[config.mk]
export PLATFORM = sky130hd
export DESIGN_NAME = led_ripple_ctrl_flat
export DESIGN_NICKNAME = d
export VERILOG_FILES = /design/src/rtl/led_ripple_if.sv /design/src/rtl/led_ripple_ctrl.sv /design/src/flat_wrapper.sv
export SDC_FILE = /design/constraint.sdc
export NUM_CORES = 1
export LEC_CHECK = 0
export BUFFER_PORTS_ARGS = -buffer_cell sky130_fd_sc_hd__buf_2
export CAP_MARGIN = 20
export CORE_ASPECT_RATIO = 2
export CORE_UTILIZATION = 45
export DETAILED_ROUTE_END_ITERATION = 12
export PLACE_DENSITY_LB_ADDON = 0.2
export SLEW_MARGIN = 15
export SYNTH_ARGS = -nofsm -noshare
export SYNTH_HDL_FRONTEND = slang
export SYNTH_SLANG_ARGS = --single-unit
[constraint.sdc]
create_clock -name clk -period 3.87 [get_ports clk]
set_clock_uncertainty 0.1 [all_clocks]
set_input_delay 0.1935 -clock clk [delete_from_list [all_inputs] [get_ports clk]]
set_output_delay 0.1935 -clock clk [all_outputs]
set_load 0.05 [all_outputs]
[src/rtl/led_ripple_if.sv]
// LED ripple control/status bundle: run controls and period reload in, LED drive and step strobe out.
// Ports: en, mode, period_load, period_in (controller -> generator); led, step (generator -> board/display).
// master = controlling side, slave = the pattern generator.
interface led_ripple_if #(
  parameter int WIDTH = 8,
  parameter int CNT_W = 16
);
  logic             en;
  logic [1:0]       mode;
  logic             period_load;
  logic [CNT_W-1:0] period_in;
  logic [WIDTH-1:0] led;
  logic             step;

  modport master (
    output en, mode, period_load, period_in,
    input  led, step
  );

  modport slave (
    input  en, mode, period_load, period_in,
    output led, step
  );
endinterface

[src/rtl/led_ripple_ctrl.sv]
// Parametrised LED pattern generator: rotate left/right, bounce and fill bar, advancing every `period` cycles.
// Ports: clk, rst_n (sync, active low), bus (slave: en, mode, period_load, period_in in; led, step out).
// led and step are registered; step pulses in the cycle a new led value first appears.
module led_ripple_ctrl #(
  parameter int WIDTH      = 8,
  parameter int SHIFT_TIME = 5,
  parameter int CNT_W      = 16
) (
  input  logic          clk,
  input  logic          rst_n,
  led_ripple_if.slave   bus
);

  typedef enum logic {
    DIR_LEFT  = 1'b0,
    DIR_RIGHT = 1'b1
  } dir_t;

  localparam logic [CNT_W-1:0] ONE        = CNT_W'(1);
  localparam logic [CNT_W-1:0] RST_PERIOD = CNT_W'(SHIFT_TIME);
  localparam logic [WIDTH-1:0] LED_INIT   = WIDTH'(1);

  logic [1:0]       mode_q,   mode_n;
  logic [CNT_W-1:0] cnt,      cnt_n;
  logic [CNT_W-1:0] period,   period_n;
  logic [WIDTH-1:0] led_q,    led_n;
  logic             step_q,   step_n;
  dir_t             dir,      dir_n;

  // Pattern advance candidates (only committed on a step edge)
  logic [WIDTH-1:0] adv_led;
  dir_t             adv_dir;

  // A step only happens when mode == mode_q, so mode_q selects the pattern.
  always_comb begin
    adv_led = led_q;
    adv_dir = dir;
    case (mode_q)
      2'b00: adv_led = {led_q[WIDTH-2:0], led_q[WIDTH-1]};
      2'b01: adv_led = {led_q[0], led_q[WIDTH-1:1]};
      2'b10: begin
        if (dir == DIR_LEFT) adv_led = led_q << 1;
        else                 adv_led = led_q >> 1;
        // Turn around on the step that lands on an end, so ends are not revisited.
        if (adv_led[WIDTH-1])  adv_dir = DIR_RIGHT;
        else if (adv_led[0])   adv_dir = DIR_LEFT;
      end
      default: begin
        // Shifting ones in also takes all-zeros to 0001; only all-ones needs a special case.
        if (&led_q) adv_led = '0;
        else        adv_led = {led_q[WIDTH-2:0], 1'b1};
      end
    endcase
  end

  // Next-state with priority: mode change > period load > step > idle.
  always_comb begin
    mode_n   = mode_q;
    cnt_n    = cnt;
    period_n = period;
    led_n    = led_q;
    step_n   = 1'b0;
    dir_n    = dir;

    if (bus.mode != mode_q) begin
      mode_n = bus.mode;
      led_n  = LED_INIT;
      cnt_n  = '0;
      dir_n  = DIR_LEFT;
    end else if (bus.period_load) begin
      period_n = (bus.period_in == '0) ? ONE : bus.period_in;
      cnt_n    = '0;
    end else if (bus.en) begin
      // cnt is cleared on every load, so it never passes period-1 and never wraps.
      if (cnt == period - ONE) begin
        cnt_n  = '0;
        led_n  = adv_led;
        dir_n  = adv_dir;
        step_n = 1'b1;
      end else begin
        cnt_n = cnt + ONE;
      end
    end
  end

  always_ff @(posedge clk) begin
    if (!rst_n) begin
      mode_q <= 2'b00;
      cnt    <= '0;
      period <= RST_PERIOD;
      led_q  <= LED_INIT;
      step_q <= 1'b0;
      dir    <= DIR_LEFT;
    end else begin
      mode_q <= mode_n;
      cnt    <= cnt_n;
      period <= period_n;
      led_q  <= led_n;
      step_q <= step_n;
      dir    <= dir_n;
    end
  end

  assign bus.led  = led_q;
  assign bus.step = step_q;

endmodule

[src/flat_wrapper.sv]
// flat-port wrapper written by rule: the top's interface ports become plain ports
module led_ripple_ctrl_flat 
#(
  parameter int WIDTH      = 8,
  parameter int SHIFT_TIME = 5,
  parameter int CNT_W      = 16
)
  (clk, rst_n, bus_en, bus_mode, bus_period_load, bus_period_in, bus_led, bus_step);
  led_ripple_if #(.WIDTH(WIDTH), .CNT_W(CNT_W)) bus_i ();
  input  logic clk;
  input  logic rst_n;
  input wire logic [$bits(bus_i.en)-1:0] bus_en;
  input wire logic [$bits(bus_i.mode)-1:0] bus_mode;
  input wire logic [$bits(bus_i.period_load)-1:0] bus_period_load;
  input wire logic [$bits(bus_i.period_in)-1:0] bus_period_in;
  output wire logic [$bits(bus_i.led)-1:0] bus_led;
  output wire logic [$bits(bus_i.step)-1:0] bus_step;
  assign bus_i.en = bus_en;
  assign bus_i.mode = bus_mode;
  assign bus_i.period_load = bus_period_load;
  assign bus_i.period_in = bus_period_in;
  assign bus_led = bus_i.led;
  assign bus_step = bus_i.step;
  led_ripple_ctrl #(.WIDTH(WIDTH), .SHIFT_TIME(SHIFT_TIME), .CNT_W(CNT_W)) u_core (.clk(clk), .rst_n(rst_n), .bus(bus_i));
endmodule
# Word-level counts from Yosys, hierarchy flattened
# Cells that the tools add are included.
[totals]
output_inout_bits = 9
input_bits = 22
register_bits = 44
[classes]
bitwise = 4
muxes = 9
addsub = 2
n_reduce_logical = 10
n_eq_ne = 4
[ops]
columns = ["op", "n"]
rows = [
  ["16-bit 2-to-1 mux", 2],
  ["8-bit 2-to-1 mux", 3],
  ["8-bit one-hot mux with 3 select lines", 1],
  ["16-bit by 1-bit adder with 16-bit output, second input constant", 1],
  ["16-bit == test", 1],
  ["16-bit zero test", 1],
  ["16-bit by 1-bit subtractor with 16-bit output, second input constant", 1],
  ["8-bit AND reduction", 1],
  ["5-bit AND reduction", 1],
  ["1-bit NOT", 4],
  ["4-bit OR reduction", 1],
  ["1-bit 2-to-1 mux", 3],
  ["3-bit AND reduction", 1],
  ["3-bit OR reduction", 1],
  ["2-bit by 1-bit == test with 1-bit output, second input constant", 1],
  ["2-bit == test, second input constant", 1],
  ["2-bit zero test", 1],
  ["2-bit != test", 1],
  ["2-bit AND reduction", 1],
  ["2-bit nonzero test", 1],
  ["2-bit OR reduction", 1],
]

# Longest topological paths before layout
# Gate-level depths: netlist of run 1.
[depth]
word_depth = 4
mapped_depth = 12

# Least setup slack after synthesis of run 1
# Ideal clock, no wire load.
[synth_timing]
path_type = "register to register"
from = "register u_core.period[2]"
to = "register u_core.led_q[0] (netlist: u_core.bus.led[0])"
required_ns = 3.647
n_path_buf = 2
setup_slack_ns = 1.008
path_stages_with_launch = 10
arrival_ns = 2.638
path_cell_list = "dfxtp_1 buf_6 or4_1 buf_2 or4_4 o41ai_1 o31ai_1 and4_1 nand3_4 mux2_1"
[synth_via]
elab_chain_cells = 3
[synth_lines]
columns = ["element", "line_no", "rtl"]
rows = [
  ["from (decl)", "led_ripple_ctrl.sv:25", "logic [CNT_W-1:0] period, period_n;"],
  ["from (signal assigned)", "led_ripple_ctrl.sv:97", "period <= period_n;"],
  ["16-bit by 1-bit subtractor with 16-bit output", "led_ripple_ctrl.sv:75", "if (cnt == period - ONE) begin"],
  ["16-bit == test", "led_ripple_ctrl.sv:75", ""],
  ["3-bit AND reduction (no source line)", "--", ""],
  ["to (signal assigned)", "led_ripple_ctrl.sv:98", "led_q <= led_n;"],
  ["to (decl)", "led_ripple_ctrl.sv:26", "logic [WIDTH-1:0] led_q, led_n;"],
]
# No other way between the ends.
# A chain may end at the register's enable or synchronous reset.

# Worst setup path after layout of run 1
[layout_timing]
from = "register u_core.period[2]"
to = "register u_core.cnt[2]"
[layout_via]
elab_chain_cells = 3
[layout_lines]
columns = ["element", "line_no", "rtl"]
rows = [
  ["16-bit by 1-bit subtractor with 16-bit output", "led_ripple_ctrl.sv:75", ""],
  ["16-bit == test", "led_ripple_ctrl.sv:75", ""],
  ["16-bit 2-to-1 mux", "led_ripple_ctrl.sv:75", ""],
  ["to (signal assigned)", "led_ripple_ctrl.sv:96", "cnt <= cnt_n;"],
  ["to (decl)", "led_ripple_ctrl.sv:24", "logic [CNT_W-1:0] cnt, cnt_n;"],
]
# No other way between the ends.

==> results, run 1 <==
- The initial core utilization is 0.466.
- The count of distinct cell types in the synthesized netlist is 47.
- The worst endpoint required time is 3.91 ns.
- The total power consumption of the routed design is 1.09 mW.
- The share of total power dissipated in combinational logic is 0.121.
- The CTS buffer count is 5.
- For this design the static power due to leakage is 1.20 nW.
- In the finished design, the share of the clock period the worst path needs comes to 0.802.
- The detailed-route via count is 2257.
- After detailed routing, no signal wire sits above met4.
- For this run, the register share of the synthesized area comes to 0.334.
- 31 I/O pins were placed.
- The final routed DRC violation total is 0.
- The horizontal die dimension is 56.1 um.
- The standard cell core area is 5660 um^2.
- Counting flops and latches in the post-synthesis netlist gives 44.
- The synthesis warning total is 0.
- The run finished with clean final reports.
- The max capacitance violation total is 0.
- In the final routed layout, each cell accounts on average for 17.1 um.
- Counting along the longest clock path gives a buffer depth of 2.
- The CTS tree is yes.
- The critical path in this run is classified as reg -> reg.
- The normalized max-slew margin is 0.390.
- The clock net in this run drives a total of 44 sinks.
- The finished cells cover 2960 um^2.
- The first global-routing pass estimated 10.7 mm of wire.
- The number of setup buffers added after CTS is 0.
- After floorplanning, the core was divided into 39 placement rows.
- The wire length reported by the detailed router is 6.73 mm.
- The slew at the pin with the worst max-slew slack is 0.913 ns.
- Once placement finished, the instance area stood at 2790 um^2.
- Wire segments on met2 add up to 3.70 mm in the final route.
- Across every metal layer, demand over resource in global routing totals 0.231.
- Among all flip-flop cells after synthesis, the most frequent one is dfxtp_1.
- The sum of net half-perimeters after detailed placement is 5.28 mm.
- The number of non-filler instances in the completed layout is 394.
- The maximum number of pins on one net before global-route repair is 20.
- The number of nets in the finished design is 356.
- The placed cell count is 386.
- In this run, synthesis inferred 0 flip-flops with an integrated enable.
- The net count of the mapped netlist is 334.
- In this run the clock root is driven by a clkbuf_16.
- Hold repair after CTS inserted 0 buffers.
- The clock period minus worst slack is 3.11 ns.
- The number of nets with antenna violations after detailed routing is 0.
- The number of hold violations in the final report is 0.
- Setup repair after global routing left no endpoint under its margin.
- The total overflow left after global routing is 0.
- The sequential power share is 0.438.
- The routed length on met3 is 157 um.
- The cell-internal power is 0.820 mW.
- Counting flops with an async set or reset pin after synthesis yields a share of 0.
- The count of TritonRoute iterations in the first routing pass is 4.
- The power spent charging and discharging nets is 0.272 mW.
- The number of antenna diodes in the final layout is 0.
- The worst setup path is captured at a flop.
- The detailed-route wire length on metal 1 is 2.49 mm.
- The clock network latency to the later pin of the worst-skew pair is 0.29 ns.
- The H-tree was split into 2 levels.
- The worst setup path is launched from a flop.
- The final count of negative-setup-slack endpoints is 0.
- The die covers 6190 um^2.
- The clock-pin transition on the worst setup and hold timing paths is 0.06 ns.
- The final-report max-slew violation count is 0.
- In this run the vertical extent of the chip is 110 um.
- The largest vdd supply drop is 0.000427 V.
- STA puts the critical path data arrival time at 3.15 ns.
- The detail-routed via count per cell is 5.73.
- Relative to the synthesized area, the layout overhead comes to 12.3%.
- The mean instance size in the synthesized netlist is 8.51 um^2.
- Of the cells placed in the final design, the portion with a size suffix greater than 1 is 0.132.
- The post-cts repair resize count is 0.
- The share of total power dissipated in the clock network is 0.441.
- Of the total power, the share spent switching nets is 0.249.
- The quantity of I/O buffers inserted on ports is 30.
- The share of the core filled with cells in the final layout is 0.523.
- Dividing total power by cell area gives a power density of 369 nW/um^2.
- The final weighted congestion of routability-driven global placement is 0.955.
- The highest attainable clock frequency is 322 MHz.
- The number of antenna violations at the first check in global routing was 0.
- The slack of the critical path is 0.764 ns.
- The mapped netlist covers 2640 um^2.
- The maximum fanout along the worst path is 16.
- The number of DRC markers in iteration 0 is 47.
- After technology mapping, the gate count stands at 310.
- The worst hold path belongs to the class in -> reg.
- Summed over all failing endpoints, the final setup total negative slack is 0 ns.
- The layout has 576 filler cells.
- The worst hold slack is 0.0222 ns.
- The via count of the first global-routing pass is 2263.
- The placement-stage worst setup slack is 0.804 ns.
-- registers in the layout, indices dropped and copies added (netlist names) --
| register | cells |
|---|---|
| u_core.bus.led | 8 |
| u_core.bus.step | 1 |
| u_core.cnt | 16 |
| u_core.dir | 1 |
| u_core.mode_q | 2 |
| u_core.period | 16 |
-- cell families (layout without fill, tap and decap cells) --
logic type	after synthesis	after routing	synth area share
buf+inv	22	45	0.0379
fa+ha+maj	2	2	0.00949
flops	44	44	0.334
xor+xnor	39	39	0.130
simple gates	141	141	0.295
compound gates	38	38	0.103
mux	24	24	0.0916
-- power by group through the flow --
| stage | Sequential (mW) | Combinational [mW] | Clock [mW] |
|---|---|---|---|
| after floorplan | 0.481 | 0.101 | 0 |
| after global placement | 0.488 | 0.131 | 0 |
| after detailed placement | 0.488 | 0.132 | 0 |
| after CTS | 0.477 | 0.133 | 0.496 |
| after global routing | 0.479 | 0.145 | 0.506 |
| final | 0.478 | 0.132 | 0.481 |
-- layer usage --
layer / vias to the layer above / global-route usage
li1: 1144 / -
met1: 1048 / 0.204
met2: 42 / 0.448
met3: 23 / 0.0432
met4: 0 / 0.176
met5: - / 0
-- layout make-up --
class	count	area, um^2	area share
multi-input cells	244	1660	0.559
inverters	6	22.5	0.00760
well taps	61	76.3	0.0258
clock buffers	5	125	0.0422
flip-flops and latches	44	881	0.297
clock inverters	3	42.5	0.0144
repair buffers	31	158	0.0532
-- cell usage after synthesis, types with 9 or more instances --
| cell | instances | area share |
|---|---|---|
| nand4_1 | 9 | 0.021 |
| nor2b_1 | 19 | 0.045 |
| xnor2_1 | 18 | 0.060 |
| xor2_1 | 21 | 0.070 |
| nor3_1 | 22 | 0.042 |
| dfxtp_1 | 44 | 0.33 |
| clkbuf_1 | 11 | 0.016 |
| nand2_1 | 37 | 0.053 |
| nor2_1 | 15 | 0.021 |
| mux2i_1 | 23 | 0.087 |
-- path summary, 6_finish.rpt --
kind | startpoint | endpoint | slack (ns) | depth (start not counted)
worst max-delay path | u_core.period[2]$_SDFFE_PN1P_ | u_core.cnt[2]$_SDFFE_PP0P_ | 0.76 | 7
worst min-delay path | bus_mode[0] | u_core.mode_q[0]$_SDFFE_PN0P_ | 0.02 | 2
worst max register to register | u_core.period[2]$_SDFFE_PN1P_ | u_core.cnt[2]$_SDFFE_PP0P_ | 0.76 | 7
worst min register to register | u_core.dir$_SDFFE_PP0P_ | u_core.dir$_SDFFE_PP0P_ | 0.41 | 2
-- cell usage in the layout (no fill, tap or decap), drive strengths merged, types with 2 or more instances in the layout --
master   instances
nor2            15
nor2b           19
a22o             7
nand2b           3
nand3            5
nand2           37
ha               2
nor4             7
mux2i           23
o2111ai          2
nand3b           2
inv              6
o211ai           3
dfxtp           44
a21o             2
and3             4
xnor2           18
and2             4
or4              6
nand4            9
xor2            21
clkbuf           5
a22oi            2
nor3            22
a21oi            5
o31ai            2
buf             31
and4             3
o21ai            8
-- worst max-delay path, cell delays in order (launching register included) --
cell     delay (ns)
dfxtp_1        0.38
or4_1          0.71
or4_4          0.55
o31ai_1        0.35
nand4_1        0.23
nor4b_4        0.30
buf_4          0.26
nor3_1         0.08
(Power assumes the default switching activity.)
==> inputs of run 2 (changes only) <==
clock period = 2.8 ns   (was 3.87 ns; I/O delays follow)
==> run 2 against run 1 <==
  * Final area increased by 8.8%
  * Fmax increased by 13%
  * Critical path depth increased by 1
  * First-iteration DRC count increased by 11%
  * Sequential cell count unchanged
  * Count of clock-buffer cells in the layout unchanged
==> results, run 2 (synthesis results as in run 1) <==
- STA classifies the critical path startpoint as a flop.
- Counting cells, the worst reg-to-reg path comes to 8.
- The worst setup path is captured at a flop.
- For the worst-skew pair, the clock arrives at the later sink with an insertion delay of 0.30 ns.
- Summed over all nets, the switching power comes to 0.413 mW.
- The floorplan has 39 rows.
- The share of the clock period used by the worst path is 0.984.
- The number of antenna violations at the first check in global routing came to 0.
- For the pin with the worst max-slew slack, the measured transition is 0.919 ns.
- The end point of the critical path is u_core.cnt[4]$_SDFFE_PP0P_.
- The library cell used most frequently in the layout, excluding fill and tap cells, is dfxtp_1.
- For this configuration, the core starts out at a cell density of 0.466.
- The sum of net half-perimeters after detailed placement is 5.69 mm.
- The first global-routing pass estimated 11.3 mm of wire.
- Overall power consumption after layout is estimated at 1.50 mW.
- Derived from the worst setup path, the maximum achievable clock frequency is 363 MHz.
- Once detail routing completed, the nets flagged for antenna violations numbered 0.
- The count of TritonRoute iterations in the first routing pass is 4.
- The number of hold violations in the final report is 0.
- The worst endpoint required time is 2.84 ns.
- Using the TritonRoute via totals, the vias-per-cell ratio works out to 5.78.
- After clock tree synthesis, the clock-pin slew on the worst setup and hold paths is 0.07 ns.
- The via count of the first global-routing pass came to 2339.
- The final routed wire length divided by cell count is 17.5 um.
- The routed layout has 2421 vias.
- During placement, the flow inserted port buffers numbering 30.
- The fraction of power consumed by combinational cells is 0.162.
- The total number of H-tree levels is 2.
- The flop-to-flop setup slack is 0.04 ns.
- The static leakage power is 1.32 nW.
- Entering global routing, the biggest net connects 20 pins.
- The normalized max-slew margin is 0.386.
- Measured along the y axis, the die boundary spans 110 um.
- The final-report max-slew violation count is 0.
- The repair_antennas step left the layout with diodes totalling 0.
- In the final timing run, aggregate negative setup slack is 0 ns.
- The final layout contains 381 nets.
- The tree is rooted in a clkbuf_16.
- The clock period minus worst slack is 2.76 ns.
- The placement-stage worst setup slack is -0.0854 ns.
- The worst flop-to-flop path endpoint is u_core.cnt[4]$_SDFFE_PP0P_.
- In this run the worst path has a maximum fanout of 9.
- Summed over all layers, the routed wires come to 7.31 mm.
- The internal power of the cells totals 1.09 mW.
- Max-cap violations in this run came to 0.
- The aggregate global routing overflow is 0.
- The final count of negative-setup-slack endpoints is 0.
- From left edge to right edge, the die measures 56.1 um.
- The CTS sink count is 44.
- In this run the power density over the cells is 465 nW/um^2.
- The critical path start-end classification is reg -> reg.
- For this block, the initial DRC count from the detailed router was 52.
- The final routed DRC violation total is 0.
- The share of post-route cells with drive strength above 1 is 0.226.
- The worst-case IR drop observed on VDD is 0.000589 V.
- The CTS buffer count is 5.
- The run finished with clean final reports.
- The CTS tree is yes.
- The worst register-to-register path begins at u_core.period[7]$_SDFFE_PN0P_.
- Data arrives at the worst endpoint at 2.80 ns.
- The area growth from synthesis to layout is 22.2%.
- The count of boundary I/O pins is 31.
- The total global routing track utilization is 0.241.
- The largest buffer count on any clock path is 2.
- The standard cell core area is 5660 um^2.
- Setup repair after global routing could not meet its margin everywhere.
- The most critical setup path has its startpoint at u_core.period[7]$_SDFFE_PN0P_.
- The net switching share of the total power is 0.276.
- The slack of the critical path is 0.0444 ns.
- On the final layout, the worst hold slack is 0.0143 ns.
- At the end of routability-driven placement, the weighted congestion stood at 0.956.
- The origin of the worst min-delay path is bus_period_in[10].
- Of the total power, the clock network draws 0.402.
- The sequential power share is 0.436.
- In the layout the commonest cells are dfxtp_1, nand2_1, buf_2.
- The worst hold path belongs to the class in -> reg.
- The count of filler cells inserted in the layout is 544.
- The die covers 6190 um^2.
## run 2: worst max-delay path: stages, from the launching register on
cell,delay [ns]
dfxtp_2,0.32
or4_4,0.55
or4_4,0.54
nor2_4,0.12
xnor2_2,0.13
nand4_1,0.19
nor4b_4,0.40
buf_6,0.19
nor3_1,0.06
## run 2: area by class of cell
cell class / instances / area [um^2] / share of cell area
clock buffer: 5 / 125 / 0.0388
clock inverter: 3 / 25.0 / 0.00777
inverter: 6 / 22.5 / 0.00699
multi-input combinational: 244 / 1730 / 0.536
sequential: 44 / 886 / 0.275
tap: 61 / 76.3 / 0.0237
timing repair buffer: 56 / 360 / 0.112
## run 2: layer usage
metal,part of all wire,wire [um],GRT usage,vias to the layer above
met2,0.56,4120,0.477,61
met1,0.34,2470,0.207,1132
met4,0.073,532,0.197,0
li1,-,-,-,1198
met3,0.025,185,0.0350,30
met5,0,0,0,-
## run 2: metrics by stage
step	utilization	cells	instance area [um^2]
floorplan	-	310	2670
global placement	0.525	407	2970
detailed placement	0.525	407	2970
CTS	0.558	418	3160
global route	0.569	419	3220
finish	0.569	419	3220
## run 2: repair_timing
action | in CTS | in global routing
endpoints found under the hold margin | 3 | 0
hold buffers | 3 | 0
gates cloned | 0 | 0
pin swaps | 0 | 9
buffers inserted | 0 | 1
resized for setup | 2 | 14
setup endpoints to repair | 18 | 25
## run 2: power by group through the flow
stage,Sequential (mW),Combinational (mW),Clock (mW)
finish,0.653,0.242,0.603
CTS,0.653,0.231,0.608
global placement,0.667,0.221,0
global route,0.655,0.260,0.626
floorplan,0.665,0.144,0
detailed placement,0.667,0.225,0
## run 2: how the worst min path moves through the flow
stage,cells past startpoint,end,slack [ns]
3_5_place_dp,2,u_core.mode_q[1]$_SDFFE_PN0P_,0.27
4_1_cts,3,u_core.period[10]$_SDFFE_PN0P_,0.02
6_report,3,u_core.period[10]$_SDFFE_PN0P_,0.01
2_1_floorplan,1,u_core.mode_q[0]$_SDFFE_PN0P_,0.16
5_1_grt,3,u_core.period[7]$_SDFFE_PN0P_,0.04
3_3_place_gp,2,u_core.mode_q[1]$_SDFFE_PN0P_,0.27
==> inputs of run 3 (changes only) <==
ABC_AREA = 1   (was default)
==> run 3 against run 2 <==
  * Sequential share of layout area fell by 0.77 points
  * Largest cell class unchanged
  * Final area rose by 2.3%
  * Sequential power rose by 3%
  * Worst hold slack got worse by 0.010 ns
  * Synthesized cell count rose by 44%
  * Non-clock buffer count fell by 17
  * Critical endpoint is now u_core.cnt[0]$_SDFFE_PP0P_
  * Sequential cell count did not move
  * Total power rose by 6.3%
  * Utilization fell by 2.5 points
  * Cell count rose by 36%
==> results, run 3 <==
- Clock latency on the worst-skew pair, taken at its later pin, is 0.29 ns.
- The number of nets in the finished design is 507.
- The maximum number of pins on one net before global-route repair is 25.
- Measured along the y axis, the die boundary spans 115 um.
- The most common cell in the synthesized netlist is nand2_1.
- Setup repair after global routing left no endpoint under its margin.
- The placed instances occupy a cell area of 3080 um^2.
- The run finished with clean final reports.
- Clock tree synthesis inserted a total of 5 buffers.
- Synthesis produced a netlist with a net count of 469.
- The total number of H-tree levels is 2.
- In this run the tool buffered the top-level ports with 30 buffer cells.
- The Yosys step of the flow raised 0 warnings.
- The cell family with the largest share of critical-path delay is simple AND/OR/NAND/NOR gates.
- The clock-pin transition on the worst setup and hold timing paths is 0.06 ns.
- The number of DRC markers in iteration 0 is 103.
- The top cell type's share of synthesized area is 0.309.
- The share of the Yosys chip area taken by registers is 0.309.
- The share of post-route cells with drive strength above 1 is 0.140.
- The static leakage power is 1.49 nW.
- After synthesis, the cell types taking the most area are dfxtp_1, nand2_1, inv_1.
- The count of filler cells inserted in the layout is 630.
- The CTS sink count is 44.
- The async set-reset flop share out of synthesis is 0.
- The detail route stage leaves a number of antenna-violating nets equal to 0.
- The synthesis-stage register bit count is 44.
- The initial core utilization is 0.471.
- Among the stages of the critical path, the cell type that occurs most often is nand2_1.
- The summed instance area of the synthesized netlist is 2850 um^2.
- The floorplan step set the die width to 58.3 um.
- The maximum fanout along the worst path is 14.
- The post-CTS setup buffer count is 0.
- The worst endpoint required time is 2.88 ns.
- The slowest stage of the critical path is the dfxtp_1 cell.
- STA classifies the critical path endpoint as a flop.
- Data on the critical path arrives at its endpoint at 2.49 ns.
- Measured against its own limit, the worst slew margin works out to 0.541.
- The count of TritonRoute iterations in the first routing pass is 4.
- The netlist uses 38 different library cells.
- The placement row count is 40.
- After detailed routing, the total wire length is 7.86 mm.
- The number of antenna violations at the first check in global routing is 0.
- The final weighted congestion of routability-driven global placement is 0.939.
- The worst path needs 2.41 ns of the cycle, external delays included.
- The final count of negative-setup-slack endpoints is 0.
- The highest attainable clock frequency is 415 MHz.
- 0 antenna diodes ended up in the layout.
- The slew at the pin with the worst max-slew slack is 0.671 ns.
- The detail-routed via count per cell is 5.10.
- The synthesized design contains 0 enable-type register cells.
- After synthesis, the most frequently instantiated cells are nand2_1, inv_1, nor2_1.
- In the final routed layout, each cell accounts on average for 13.8 um.
- The most used flip-flop cell after synthesis is dfxtp_1.
- Counting every instance in the synthesized netlist gives 445.
- The critical path goes through inv_1 -> ha_1 -> nand2_1 -> nand2_1 -> xor2_1 -> nor2_1 -> nand2_1 -> nor3b_2 -> nand4_2 -> nand2_1 -> nor2_1.
- Dividing the final minimum period by the clock period gives 0.862.
- The library cell used most frequently in the layout, excluding fill and tap cells, is nand2_1.
- The largest vdd supply drop is 0.000559 V.
- Summing all flip-flop and latch instances after layout gives 881 um^2.
- The path type of the worst min-delay path is in -> reg.
- The wire length of the first global-routing pass is 13.0 mm.
- The die area is 6680 um^2.
- The aggregate global routing overflow is 0.
- The number of hold violations in the final report is 0.
- With fillers left out, the area of the finished cells amounts to 3300 um^2.
- In this run the power density over the cells is 483 nW/um^2.
- A synthesized cell averages 6.41 um^2.
- The final routed DRC violation total is 0.
- The standard cell core area is 6060 um^2.
- The critical path in this run is classified as reg -> reg.
- From synthesis to final layout, the design area changed by 15.6%.
- The buffer and inverter count on the worst path is 1.
- The largest total area in the synthesized netlist belongs to dfxtp_1.
- In this run the count of I/O pins placed on the die edge is 31.
- In the layout the commonest cells are nand2_1, inv_1, nor2_1.
- The via count of the first global-routing pass came to 2905.
- The area taken by multi-input logic gates is 1660 um^2.
- The longest clock path from root to sink contains 2 buffers.
- Across the run, the number of max-cap violations was 0.
- TritonCTS built the clock tree.
- The final-report max-slew violation count is 0.
- The total global routing track utilization is 0.259.
- In this design, the stage delay of the slowest critical-path cell is 0.36 ns.
- The setup TNS after final layout is 0 ns.
- The sum of net half-perimeters after detailed placement is 6.38 mm.
- The startpoint class of the critical path is a flop.
- The detailed-route via count is 2898.
- The cell at the root of the clock tree is clkbuf_16.
-- run 3: cell types whose count changed in the layout (fill, tap and decap cells not counted), moves of 15 or more --
cell,before,now
buf_4,21,4
nor2b_1,19,0
inv_1,6,57
nor3_1,19,4
a21oi_1,5,20
o21ai_0,6,21
nand3_1,4,32
nor2_1,14,55
nand2_1,37,111
mux2i_1,23,1
-- run 3: worst min-delay path, delay by kind of cell --
kind,cells,cell delay (ns)
AO/OA/AOI/OAI,1,0.06
buffers and inverters,2,0.15
-- run 3: kinds of logic after synthesis --
family,Yosys count,share of synthesized area
xor+xnor,25,0.0768
mux,1,0.00351
simple gates,240,0.380
compound gates,58,0.115
fa+ha+maj,2,0.00878
flops,44,0.309
buf+inv,75,0.108
-- run 3: worst paths after layout --
path | startpoint | endpoint | slack, ns | cells after the start
worst max-delay path | u_core.period[0]$_SDFFE_PN1P_ | u_core.cnt[0]$_SDFFE_PP0P_ | 0.39 | 11
worst min-delay path | bus_period_in[14] | u_core.period[14]$_SDFFE_PN0P_ | 0.004 | 3
worst max register to register | u_core.period[0]$_SDFFE_PN1P_ | u_core.cnt[0]$_SDFFE_PP0P_ | 0.39 | 11
worst min register to register | u_core.dir$_SDFFE_PP0P_ | u_core.dir$_SDFFE_PP0P_ | 0.39 | 2
-- run 3: layer usage --
metal / routed length, um / track usage
met1: 2720 / 0.218
met2: 4480 / 0.517
met5: 0 / 0
met3: 171 / 0.0429
met4: 476 / 0.173
-- run 3: timing repair --
action,4_1_cts,5_1_grt
resized for setup,0,0
hold buffers,5,0
hold endpoints to repair,5,0
-- run 3: cell type report --
type | count | area share
clock buffer | 6 | 0.0391
clock inverter | 2 | 0.0106
inverter | 67 | 0.0767
multi-input combinational | 326 | 0.505
sequential | 44 | 0.267
tap | 84 | 0.0319
timing repair buffer | 39 | 0.0699
-- run 3: through the flow --
step            util  hold WS [ns]  std cells  power, mW  worst slack, ns
2_1_floorplan      -         0.133        445      0.866            0.737
3_3_place_gp   0.509         0.244        555      0.935            0.453
3_5_place_dp   0.509         0.250        555      0.937            0.404
4_1_cts        0.544       0.00183        568       1.61            0.404
5_1_grt        0.544        0.0244        568       1.67            0.136
6_report       0.544       0.00428        568       1.59            0.387
-- run 3: power by group --
group          switching [mW]  leakage, nW  total (mW)  internal, mW
sequential             0.0254        0.357       0.671         0.645
clock                   0.242       0.0808       0.662         0.420
combinational           0.166         1.06       0.261        0.0946
total                   0.434         1.49        1.59          1.16
